==> src/rtl/seq_detector_prog_if.sv <==
// Serial-stream, configuration and status bundle for the
// programmable sequence detector.
interface seq_detector_prog_if #(
   parameter int MAX_LEN = 8,
   parameter int LEN_W   = 4,
   parameter int CNT_W   = 8
);
   logic               en;
   logic               w;
   logic               cfg_load;
   logic [MAX_LEN-1:0] pat;
   logic [LEN_W-1:0]   pat_len;
   logic               overlap;
   logic               clr_cnt;
   logic               z;
   logic [CNT_W-1:0]   match_count;
   logic               armed;

   modport master (
      output en, w, cfg_load,
      output pat, pat_len, overlap,
      output clr_cnt,
      input  z, match_count, armed
   );

   modport slave (
      input  en, w, cfg_load,
      input  pat, pat_len, overlap,
      input  clr_cnt,
      output z, match_count, armed
   );
endinterface

==> src/rtl/seq_detector_prog.sv <==
// Runtime-programmable serial pattern detector with
// overlap control, Moore/Mealy flag and saturating count.
module seq_detector_prog #(
   parameter int MAX_LEN = 8,
   parameter int LEN_W   = 4,
   parameter int CNT_W   = 8,
   parameter bit MEALY   = 1'b0
) (
   input logic clk,
   input logic reset,
   seq_detector_prog_if.slave bus
);
   localparam int FILL_W = $clog2(MAX_LEN + 1);
   localparam int CW =
      (LEN_W > FILL_W) ? LEN_W : FILL_W;
   localparam logic [FILL_W-1:0] FILL_MAX =
      FILL_W'(MAX_LEN);
   localparam logic [CNT_W-1:0] CNT_MAX = '1;

   // the oldest history bit is never compared, so
   // only MAX_LEN-1 bits are kept between samples
   logic [MAX_LEN-2:0] hist;
   logic [MAX_LEN-1:0] hist_nx;
   logic [MAX_LEN-1:0] pat_q;
   logic [MAX_LEN-1:0] mask;
   logic [FILL_W-1:0]  fill;
   logic [FILL_W-1:0]  fill_inc;
   logic [FILL_W-1:0]  fill_nx;
   logic [LEN_W-1:0]   len_q;
   logic [LEN_W-1:0]   len_in;
   logic               ovl_q;
   logic               hit;
   logic               sample;
   logic               armed_q;
   logic [CNT_W-1:0]   cnt;

   assign len_in =
      (32'(bus.pat_len) > MAX_LEN) ?
      LEN_W'(MAX_LEN) : bus.pat_len;

   always_comb begin
      mask = '0;
      for (int i = 0; i < MAX_LEN; i++)
         mask[i] = (i < int'(len_q));
   end

   assign sample  = bus.en & ~bus.cfg_load;
   assign hist_nx = {hist, bus.w};

   assign fill_inc =
      (fill == FILL_MAX) ? fill : fill + 1'b1;

   assign hit =
      (len_q != '0) &&
      (CW'(fill_inc) >= CW'(len_q)) &&
      (((hist_nx ^ pat_q) & mask) == '0);

   assign fill_nx =
      (hit && !ovl_q) ? '0 : fill_inc;

   always_ff @(posedge clk or posedge reset) begin
      if (reset) begin
         hist    <= '0;
         fill    <= '0;
         pat_q   <= '0;
         len_q   <= '0;
         ovl_q   <= 1'b0;
         armed_q <= 1'b0;
      end else if (bus.cfg_load) begin
         hist    <= '0;
         fill    <= '0;
         pat_q   <= bus.pat;
         len_q   <= len_in;
         ovl_q   <= bus.overlap;
         armed_q <= 1'b0;
      end else if (bus.en) begin
         hist    <= hist_nx[MAX_LEN-2:0];
         fill    <= fill_nx;
         armed_q <= (len_q != '0) &&
                    (CW'(fill_nx) >= CW'(len_q));
      end
   end

   always_ff @(posedge clk or posedge reset) begin
      if (reset)
         cnt <= '0;
      else if (bus.clr_cnt)
         cnt <= '0;
      else if (sample && hit && cnt != CNT_MAX)
         cnt <= cnt + 1'b1;
   end

   generate
      if (MEALY) begin : g_mealy
         assign bus.z = sample & hit;
      end else begin : g_moore
         logic z_q;
         always_ff @(posedge clk or posedge reset) begin
            if (reset)
               z_q <= 1'b0;
            else
               z_q <= sample & hit;
         end
         assign bus.z = z_q;
      end
   endgenerate

   assign bus.match_count = cnt;
   assign bus.armed       = armed_q;
endmodule

==> src/flat_wrapper.sv <==
// flat-port wrapper written by rule: the top's interface ports become plain ports
module seq_detector_prog_flat 
#(
   parameter int MAX_LEN = 8,
   parameter int LEN_W   = 4,
   parameter int CNT_W   = 8,
   parameter bit MEALY   = 1'b0
)
  (clk, reset, bus_en, bus_w, bus_cfg_load, bus_pat, bus_pat_len, bus_overlap, bus_clr_cnt, bus_z, bus_match_count, bus_armed);
  seq_detector_prog_if #(.MAX_LEN(MAX_LEN), .LEN_W(LEN_W), .CNT_W(CNT_W)) bus_i ();
  input logic clk;
  input logic reset;
  input wire logic [$bits(bus_i.en)-1:0] bus_en;
  input wire logic [$bits(bus_i.w)-1:0] bus_w;
  input wire logic [$bits(bus_i.cfg_load)-1:0] bus_cfg_load;
  input wire logic [$bits(bus_i.pat)-1:0] bus_pat;
  input wire logic [$bits(bus_i.pat_len)-1:0] bus_pat_len;
  input wire logic [$bits(bus_i.overlap)-1:0] bus_overlap;
  input wire logic [$bits(bus_i.clr_cnt)-1:0] bus_clr_cnt;
  output wire logic [$bits(bus_i.z)-1:0] bus_z;
  output wire logic [$bits(bus_i.match_count)-1:0] bus_match_count;
  output wire logic [$bits(bus_i.armed)-1:0] bus_armed;
  assign bus_i.en = bus_en;
  assign bus_i.w = bus_w;
  assign bus_i.cfg_load = bus_cfg_load;
  assign bus_i.pat = bus_pat;
  assign bus_i.pat_len = bus_pat_len;
  assign bus_i.overlap = bus_overlap;
  assign bus_i.clr_cnt = bus_clr_cnt;
  assign bus_z = bus_i.z;
  assign bus_match_count = bus_i.match_count;
  assign bus_armed = bus_i.armed;
  seq_detector_prog #(.MAX_LEN(MAX_LEN), .LEN_W(LEN_W), .CNT_W(CNT_W), .MEALY(MEALY)) u_core (.clk(clk), .reset(reset), .bus(bus_i));
endmodule
==> config.mk <==
export PLATFORM = sky130hd
export DESIGN_NAME = seq_detector_prog_flat
export DESIGN_NICKNAME = d
export VERILOG_FILES = /design/src/rtl/seq_detector_prog_if.sv /design/src/rtl/seq_detector_prog.sv /design/src/flat_wrapper.sv
export SDC_FILE = /design/constraint.sdc
export NUM_CORES = 1
export LEC_CHECK = 0
export CAP_MARGIN = 40
export CORE_ASPECT_RATIO = 0.7
export CORE_MARGIN = 2
export CORE_UTILIZATION = 53
export CTS_CLUSTER_SIZE = 30
export DETAILED_ROUTE_END_ITERATION = 10
export PLACE_DENSITY_LB_ADDON = 0.3
export SLEW_MARGIN = 20
export SYNTH_ARGS = -nofsm -noshare
export SYNTH_HDL_FRONTEND = slang
export SYNTH_SLANG_ARGS = --single-unit
==> constraint.sdc <==
create_clock -name clk -period 4.7 [get_ports clk]
set_input_delay 0.94 -clock clk [delete_from_list [all_inputs] [get_ports clk]]
set_output_delay 0.94 -clock clk [all_outputs]
set_load 0.01 [all_outputs]
Yosys cells after proc, flatten, opt, wreduce, memory -nomap -nowiden. Index checks and enable logic that the tools add are counted.

Add/sub/neg operators: 2. Order comparisons: 11. Muxes and demuxes: 11. Equal/unequal tests: 2. Bitwise operators: 5. Reduce and logical (&&, ||, !) cells: 11.

Operators with widths (count): 2-to-1 mux 4 bit (5); less-than comparator 3 x 4 -> 1 bit, first input constant (4); 2-to-1 mux 8 bit (2); 2-to-1 mux 7 bit (2); adder 8 x 1 -> 8 bit, second input constant (1); AND 8 bit (1); >= comparator 4 bit (2); logical NOT 8 bit (1); less-than comparator 1 x 4 -> 1 bit, first input constant (2); less-than comparator 2 x 4 -> 1 bit, first input constant (2); != test 8 bit, second input constant (1); bitwise XOR 8 bit (1); logical AND 1 bit (6); adder 4 x 1 -> 4 bit, second input constant (1); equality test 4 bit, second input constant (1); > comparator 4 bit, second input constant (1); nonzero test 2 bit (2); nonzero test 4 bit (1); AND 1 bit (2); 2-to-1 mux 1 bit (2); logical NOT 1 bit (1); NOT 1 bit (1).

Output and inout bits: 10. Input port bits: 19. Word-level logic and storage cells: 50. Register bits after elaboration: 34.

Depth between registers and ports, before layout. Gate-level depths: netlist (run 1).

Depth in word-level cells: 11. Mapped depth: 19. Mapped depth without buffers: 19.

Worst setup path before layout (run 1). OpenSTA, ideal clock, no wires.

Kind: register to register. From: register u_core.fill[0]. To: register u_core.armed_q (netlist: u_core.bus.armed). Buffers on the path: 0. Setup time: 0.133 ns. Period minus slack after synthesis: 3.465 ns. Required time: 4.567 ns. Setup slack: 1.235 ns. Stages on the path, launching flop included: 20. Arrival time: 3.331 ns. Cell sequence: dfrtp_1 -> inv_1 -> ha_1 -> nand2_1 -> nor3b_1 -> a21oi_1 -> inv_1 -> ha_1 -> o21ai_0 -> a222oi_1 -> nand2_1 -> nor2_1 -> or2_2 -> ha_1 -> nand2b_1 -> a21o_1 -> a21o_1 -> a21oi_1 -> o31ai_1 -> nor2b_1.

Longest elaborated chain between the ends: 11. Elaborated cells between the ends (all ways): 12. Classes of those cells: add/sub (1); order compare (2); eq/ne (1); mux (4); reduce/logical (4).

RTL lines: start, declared (RTL line seq_detector_prog.sv:26) `logic [FILL_W-1:0] fill;`; start signal, assigned (RTL line seq_detector_prog.sv:78) `fill <= fill_nx;`; adder 4 x 1 -> 4 bit / equality test 4 bit (equally long branches) (RTL line seq_detector_prog.sv:51) `(fill == FILL_MAX) ? fill : fill + 1'b1;`; 2-to-1 mux 4 bit * (RTL line seq_detector_prog.sv:51); >= comparator 4 bit (RTL line seq_detector_prog.sv:55) `(CW'(fill_inc) >= CW'(len_q)) &&`; logical AND 1 bit (RTL line seq_detector_prog.sv:54) `(len_q != '0) &&`; logical AND 1 bit (RTL line seq_detector_prog.sv:55); logical AND 1 bit (RTL line seq_detector_prog.sv:59) `(hit && !ovl_q) ? '0 : fill_inc;`; 2-to-1 mux 4 bit * (RTL line seq_detector_prog.sv:59); >= comparator 4 bit * (RTL line seq_detector_prog.sv:80) `(CW'(fill_nx) >= CW'(len_q));`; logical AND 1 bit * (RTL line seq_detector_prog.sv:79) `armed_q <= (len_q != '0) &&`; 2-to-1 mux 1 bit * (RTL line seq_detector_prog.sv:76) `end else if (bus.en) begin`; 2-to-1 mux 1 bit * (RTL line seq_detector_prog.sv:69) `end else if (bus.cfg_load) begin`; end signal, assigned (RTL line seq_detector_prog.sv:79); end, declared (RTL line seq_detector_prog.sv:34) `logic armed_q;`.

Every way passes the cells marked *; elsewhere a longest branch is shown, timed or not. The select of a mux whose other input is x is not followed. A chain may end at the register's enable or synchronous reset.

Final worst setup path (run 1). Ends and elaborated chain as after synthesis.

==> run_results.csv, run 1 <==
group,metric,value,unit
finish,stdcell_count,264,
finish,final_cell_mix,"34 x dfrtp_1, 28 x clkdlybuf4s50_1, 21 x nor2_1",
finish,mostFrequentLayoutCell,"dfrtp_1",
place,portBuffers,28,
critical_path,r2r_end,"u_core.bus.armed$_DFFE_PP0P_",
timing,finalHoldViolations,0,
critical_path,reg2reg_slack,0.73,ns
critical_path,critPathKind,"flip-flop to flip-flop",
timing,grt_setup_unrepaired,"false",
detailed_routing,ant_nets,0,
global_route,grt_pass1_vias,1467,
critical_path,path_buf_inv,2,
clock_tree,path_clk_slew,0.07,ns
place,dp_hpwl,2933,µm
clock_tree,cts_setup_buffers,0,
global_route,overflow,0,
job,cap_violations,0,
critical_path,critPathCapture,"u_core.bus.armed$_DFFE_PP0P_",
detailed_routing,routedWlPerCell,15.22,µm
critical_path,r2r-start,"u_core.fill[0]$_DFFE_PP0P_",
detailed_routing,drtIter0Drc,107,
power,p_leak,1.015,nW
die,die_width,74.75,µm
critical_path,cp_common_cell,"ha_1",
critical_path,cpMaxStageDelayCell,"a222oi_1",
logic_synthesis,yosysWarnings,0,
die,start_util,57.05,%
clock_tree,hold_buffers,0,
die,fp-row-count,17,
timing,setup_viol,0,
clock_tree,root_buffer,"clkbuf_8",
die,ios,29,
global_route,grt_max_degree,35,
global_route,grt_pass1_wl,6630,µm
critical_path,critical-path-top-delay-family,"compound AO/OA/AOI/OAI gates",
place,placed_area,0.002192,mm²
worst_hold_path,hp-class,"flip-flop to flip-flop",
power,peakVddDrop,0.2173,mV
clock_tree,numCtsBuffers,5,
die,die_h,53.52,µm
detailed_routing,via_count,1491,
clock_tree,clock_sinks,34,
timing,clock_skew,0.005292,ns
global_route,gr-usage-all-layers,22.85,%
clock_tree,clk_path_buf_depth,2,
critical_path,crit_path_start_kind,"flip-flop",
place,place_ws,0.6315,ns
detailed_routing,firstDrtPassIters,4,
timing,relSlewSlack,55.47,%
finish,nNetsFinal,246,
logic_synthesis,synth_cell_types,34,
critical_path,crit_path_start,"u_core.fill[0]$_DFFE_PP0P_",
critical_path,critPathArrivalTime,4.14,ns
logic_synthesis,syn_area_per_cell,10.09,µm²
run_status,status,"finished clean",
detailed_routing,drt-total-wl,4019,µm
critical_path,cp_num_cells,19,
die,core_area,0.003254,mm²
timing,tightest_slew,0.6658,ns
detailed_routing,drc,0,
clock_tree,clock_latency,0.29,ns
power,p_per_area,300.8,mW/mm²
logic_synthesis,ys_seq_elements,34,
critical_path,worstPathMaxFanout,8,
timing,min_period,3.971,ns
place,gp_congestion,0.9008,
clock_tree,cts_tree,"done",
finish,design_area,0.002298,mm²
finish,fin_util,70.63,%
critical_path,worstPathRequired,4.87,ns
critical_path,critPathMaxStageDelay,0.48,ns
global_route,antenna_found_initial,0,
logic_synthesis,synth.net_count,214,
timing,fin_ws,0.7288,ns
place,place_inst,256,
critical_path,r2r_cells,19,
critical_path,path_cells,"inv_1, ha_1, nand2_1, nor3b_1, a21oi_1, inv_1, ha_1, o21ai_0, a222oi_1, nand2_1, nor2_1, or2_2, ha_1, nand2b_1, a21o_1, a21o_1, a21oi_1, o31ai_1, nor2b_1",
timing,fin_crit_sh,84.49,%
finish,n_antenna_cell,0,
timing,setup-tns-final,0,ns
clock_tree,cts_resized,0,
die,dieArea,0.004000,mm²
clock_tree,cts_max_level,2,
finish,areaGrowthSynthToFinish,23.79,%
timing,drv_slew,0,
finish,drive_gt1_share,9.677,%
logic_synthesis,ys_seq_area_share,45.82,%
logic_synthesis,synth_area,0.001857,mm²
timing,fmax,251.8,MHz
logic_synthesis,syn_inst,184,
critical_path,end_kind,"flip-flop",
detailed_routing,viasPerCell,5.648,
## worst min path at each step
stage	from	endpoint	slack (ns)	cells after the start
final	u_core.ovl_q$_DFFE_PP0P_	u_core.ovl_q$_DFFE_PP0P_	0.53	1
after floorplan	u_core.ovl_q$_DFFE_PP0P_	u_core.ovl_q$_DFFE_PP0P_	0.48	1
after detailed placement	u_core.ovl_q$_DFFE_PP0P_	u_core.ovl_q$_DFFE_PP0P_	0.52	1
after global placement	u_core.ovl_q$_DFFE_PP0P_	u_core.ovl_q$_DFFE_PP0P_	0.51	1
after global routing	u_core.ovl_q$_DFFE_PP0P_	u_core.ovl_q$_DFFE_PP0P_	0.54	1
after CTS	u_core.ovl_q$_DFFE_PP0P_	u_core.ovl_q$_DFFE_PP0P_	0.53	1
## layer usage
layer / share of wire, % / GRT usage [%] / up-vias
met2: 45 / 34.81 / 59
met5: 0 / 0 / -
met3: 7.1 / 7.810 / 6
li1: - / - / 707
met1: 47 / 30.71 / 719
met4: 0.95 / 7.440 / 0
## flip-flops by register name, summed over array words and instances (netlist names)
signal / count
u_core.bus.armed: 1
u_core.bus.match_count: 8
u_core.bus.z: 1
u_core.fill: 4
u_core.hist: 7
u_core.len_q: 4
u_core.ovl_q: 1
u_core.pat_q: 8
## layout make-up
type | count | area, µm²
fill | 255 | 955.9
multi-input combinational | 132 | 938.4
sequential | 34 | 850.8
timing repair buffer | 30 | 295.3
clock buffer | 7 | 76.32
tap | 47 | 58.81
inverter | 13 | 48.80
clock inverter | 1 | 30.03
## cell usage after synthesis (all sizes together)
| master | n | area, µm² |
|---|---|---|
| o2111a | 1 | 11.26 |
| mux2 | 9 | 101.4 |
| o22ai | 2 | 12.51 |
| a21o | 2 | 15.01 |
| or2 | 2 | 12.51 |
| nand4 | 3 | 18.77 |
| xnor2 | 7 | 61.31 |
| nor2b | 3 | 18.77 |
| nand3 | 6 | 35.03 |
| o32ai | 4 | 35.03 |
| nand2b | 4 | 25.02 |
| ha | 11 | 137.6 |
| mux2i | 8 | 80.08 |
| o21ai | 10 | 50.04 |
| or4 | 1 | 7.510 |
| inv | 13 | 48.80 |
| buf | 3 | 11.26 |
| nor2 | 21 | 78.83 |
| a211o | 1 | 8.760 |
| a222oi | 1 | 10.01 |
| o31ai | 2 | 15.01 |
| a21oi | 8 | 40.04 |
| nor3b | 1 | 7.510 |
| nor3 | 1 | 5.000 |
| dfrtp | 34 | 850.8 |
| nand2 | 12 | 45.04 |
| or3 | 3 | 18.77 |
| xor2 | 6 | 52.55 |
| clkbuf | 2 | 7.510 |
| a211oi | 1 | 7.510 |
| nor4 | 2 | 27.53 |
## logic make-up (layout without fill, tap and decap cells)
kind of cell	after synthesis	count (layout)	share of synthesized area, %
xor gates and xnor gates	13	13	6.132
DFF	34	34	45.82
AOI/OAI and AO/OA	32	32	11.05
buffers and inverters	18	51	3.639
muxes	17	17	9.771
adders and majority gates	11	11	7.412
and+or+nand+nor	59	59	16.17
## where the power goes
part           internal (mW)  total (mW)  switching [mW]
Sequential             0.307       0.322          0.0150
Clock                  0.159       0.261           0.102
Combinational         0.0549       0.109          0.0538
Total                  0.520       0.691           0.171
## through the flow
stage | hold slack [ns] | total power, mW
6_report | 0.5262 | 0.6914
3_5_place_dp | 0.5171 | 0.4343
2_1_floorplan | 0.4814 | 0.3951
3_3_place_gp | 0.5069 | 0.4276
5_1_grt | 0.5433 | 0.7260
4_1_cts | 0.5310 | 0.6952
No activity file was read; power rests on OpenSTA's default activity.
==> inputs of run 2 (changes only) <==
- clock period: 4.7 -> 3.7 ns (I/O delays scaled with it)
==> run 2 against run 1 <==
Effect of this change: sequential cell count stayed put; global-route usage is 1.4 points higher; sequential power is 27% higher; non-clock buffer count is 4 higher; critical path type unchanged.
==> run_results.csv, run 2 (synthesis gave the netlist of run 1 again) <==
group,metric,value,unit
run_status,status,"finished clean",
timing,setup-tns-final,0,ns
critical_path,r2r-start,"u_core.fill[0]$_DFFE_PP0P_",
detailed_routing,drt-total-wl,4095,µm
power,p_per_area,364.6,mW/mm²
die,ios,29,
die,core_area,0.003254,mm²
power,peakVddDrop,0.2560,mV
finish,multi_input_area,938.4,µm²
timing,timing.hold.ws,0.5354,ns
detailed_routing,routedWlPerCell,15.28,µm
place,dp_hpwl,2933,µm
global_route,overflow,0,
critical_path,critical-path-top-delay-family,"compound AO/OA/AOI/OAI gates",
timing,fmax,283.4,MHz
critical_path,end_kind,"flip-flop",
timing,relSlewSlack,56.88,%
die,die_width,74.75,µm
clock_tree,path_clk_slew,0.07,ns
finish,areaGrowthSynthToFinish,24.80,%
clock_tree,clock_sinks,34,
detailed_routing,via_count,1481,
finish,design_area,0.002317,mm²
critical_path,cp_num_cells,19,
critical_path,crit_path_start_kind,"flip-flop",
finish,mostFrequentLayoutCell,"dfrtp_1",
finish,n_antenna_cell,0,
detailed_routing,drtIter0Drc,127,
place,place_ws,0.2458,ns
critical_path,cp_common_cell,"ha_1",
finish,fillers,249,
place,portBuffers,28,
clock_tree,cts_max_level,2,
clock_tree,numCtsBuffers,5,
critical_path,worstPathRequired,3.87,ns
critical_path,critPathArrivalTime,3.70,ns
clock_tree,cts_resized,0,
finish,fin_util,71.20,%
global_route,gr-usage-all-layers,24.22,%
worst_hold_path,hp-start,"u_core.pat_q[6]$_DFFE_PP0P_",
place,gp_congestion,0.9043,
finish,stdcell_count,268,
critical_path,cpMaxStageDelayCell,"a222oi_1",
die,start_util,57.05,%
critical_path,crit_path_start,"u_core.fill[0]$_DFFE_PP0P_",
detailed_routing,viasPerCell,5.526,
timing,min_period,3.528,ns
global_route,grt_max_degree,35,
power,p_leak,1.030,nW
global_route,grt_pass1_wl,7031,µm
finish,final_cell_mix,"34 x dfrtp_1, 28 x clkdlybuf4s50_1, 21 x nor2_1",
timing,drv_slew,0,
clock_tree,clock_latency,0.29,ns
die,fp-row-count,17,
finish,drive_gt1_share,12.22,%
clock_tree,root_buffer,"clkbuf_8",
worst_hold_path,hp-class,"flip-flop to flip-flop",
timing,tightest_slew,0.6448,ns
critical_path,reg2reg_slack,0.17,ns
job,cap_violations,0,
timing,finalHoldViolations,0,
die,die_h,53.52,µm
place,place_inst,259,
finish,regArea,850.8,µm²
global_route,grt_pass1_vias,1518,
critical_path,worstPathMaxFanout,3,
timing,fin_crit_sh,95.35,%
clock_tree,clk_path_buf_depth,2,
critical_path,critPathKind,"flip-flop to flip-flop",
place,placed_area,0.002215,mm²
clock_tree,hold_buffers,0,
critical_path,path_buf_inv,2,
timing,clock_skew,0.004258,ns
detailed_routing,drc,0,
critical_path,path_cells,"inv_1, ha_1, nand2_1, nor3b_1, a21oi_1, inv_1, ha_1, o21ai_0, a222oi_1, nand2_1, nor2_1, or2_2, ha_1, nand2b_1, a21o_1, a21o_1, a21oi_1, o31ai_1, nor2b_1",
timing,setup_viol,0,
critical_path,r2r_cells,19,
finish,nNetsFinal,250,
clock_tree,cts_tree,"done",
worst_hold_path,holdPathStages,1,
global_route,antenna_found_initial,0,
detailed_routing,ant_nets,0,
die,dieArea,0.004000,mm²
detailed_routing,firstDrtPassIters,4,
critical_path,critPathMaxStageDelay,0.42,ns
timing,fin_ws,0.1720,ns
power,p_total,0.8449,mW
-- run 2: changes by cell type in the layout (fill, tap and decap cells not counted) --
cell | previous run | this run
buf_4 | 2 | 6
clkinv_2 | 0 | 1
clkbuf_1 | 2 | 0
clkinvlp_4 | 0 | 1
clkbuf_8 | 5 | 6
bufinv_16 | 1 | 0
-- run 2: area by class of cell --
type                       count  share of cell area (%)
clock inverter                 2                  0.5400
timing repair buffer          34                   14.04
clock buffer                   6                   3.564
sequential                    34                   36.72
inverter                      13                   2.106
multi-input combinational    132                   40.50
tap                           47                   2.538
-- run 2: worst paths after layout --
kind	endpoint
min	u_core.pat_q[6]$_DFFE_PP0P_
max	u_core.bus.armed$_DFFE_PP0P_
max in group asynchronous	u_core.fill[1]$_DFFE_PP0P_
max reg2reg	u_core.bus.armed$_DFFE_PP0P_
min reg2reg	u_core.pat_q[6]$_DFFE_PP0P_
min in group asynchronous	u_core.bus.match_count[0]$_DFFE_PP0P_
-- run 2: what timing repair did --
item / 4_1_cts / 5_1_grt
buffers inserted: 0 / 1
hold endpoints to repair: 0 / 0
setup endpoints to repair: 0 / 1
-- run 2: report_power, final --
part	internal [mW]	switching [mW]
sequential	0.390	0.0180
combinational	0.0770	0.0722
clock	0.149	0.139
-- run 2: layer usage --
layer | share of wire, % | up-vias | global-route usage [%]
li1 | - | 717 | -
met1 | 47 | 707 | 32.65
met4 | 1.5 | 0 | 10.71
met2 | 45 | 49 | 37.76
met5 | 0 | - | 0
met3 | 6.3 | 8 | 5.333
==> inputs of run 3 (changes only) <==
- CAP_MARGIN: 40 -> unset
- CTS_BUF_LIST: unset -> sky130_fd_sc_hd__clkbuf_4 sky130_fd_sc_hd__clkbuf_8 sky130_fd_sc_hd__clkbuf_16
==> results of run 3 <==
Final layout, timing and power as in run 2 (identical DEF).
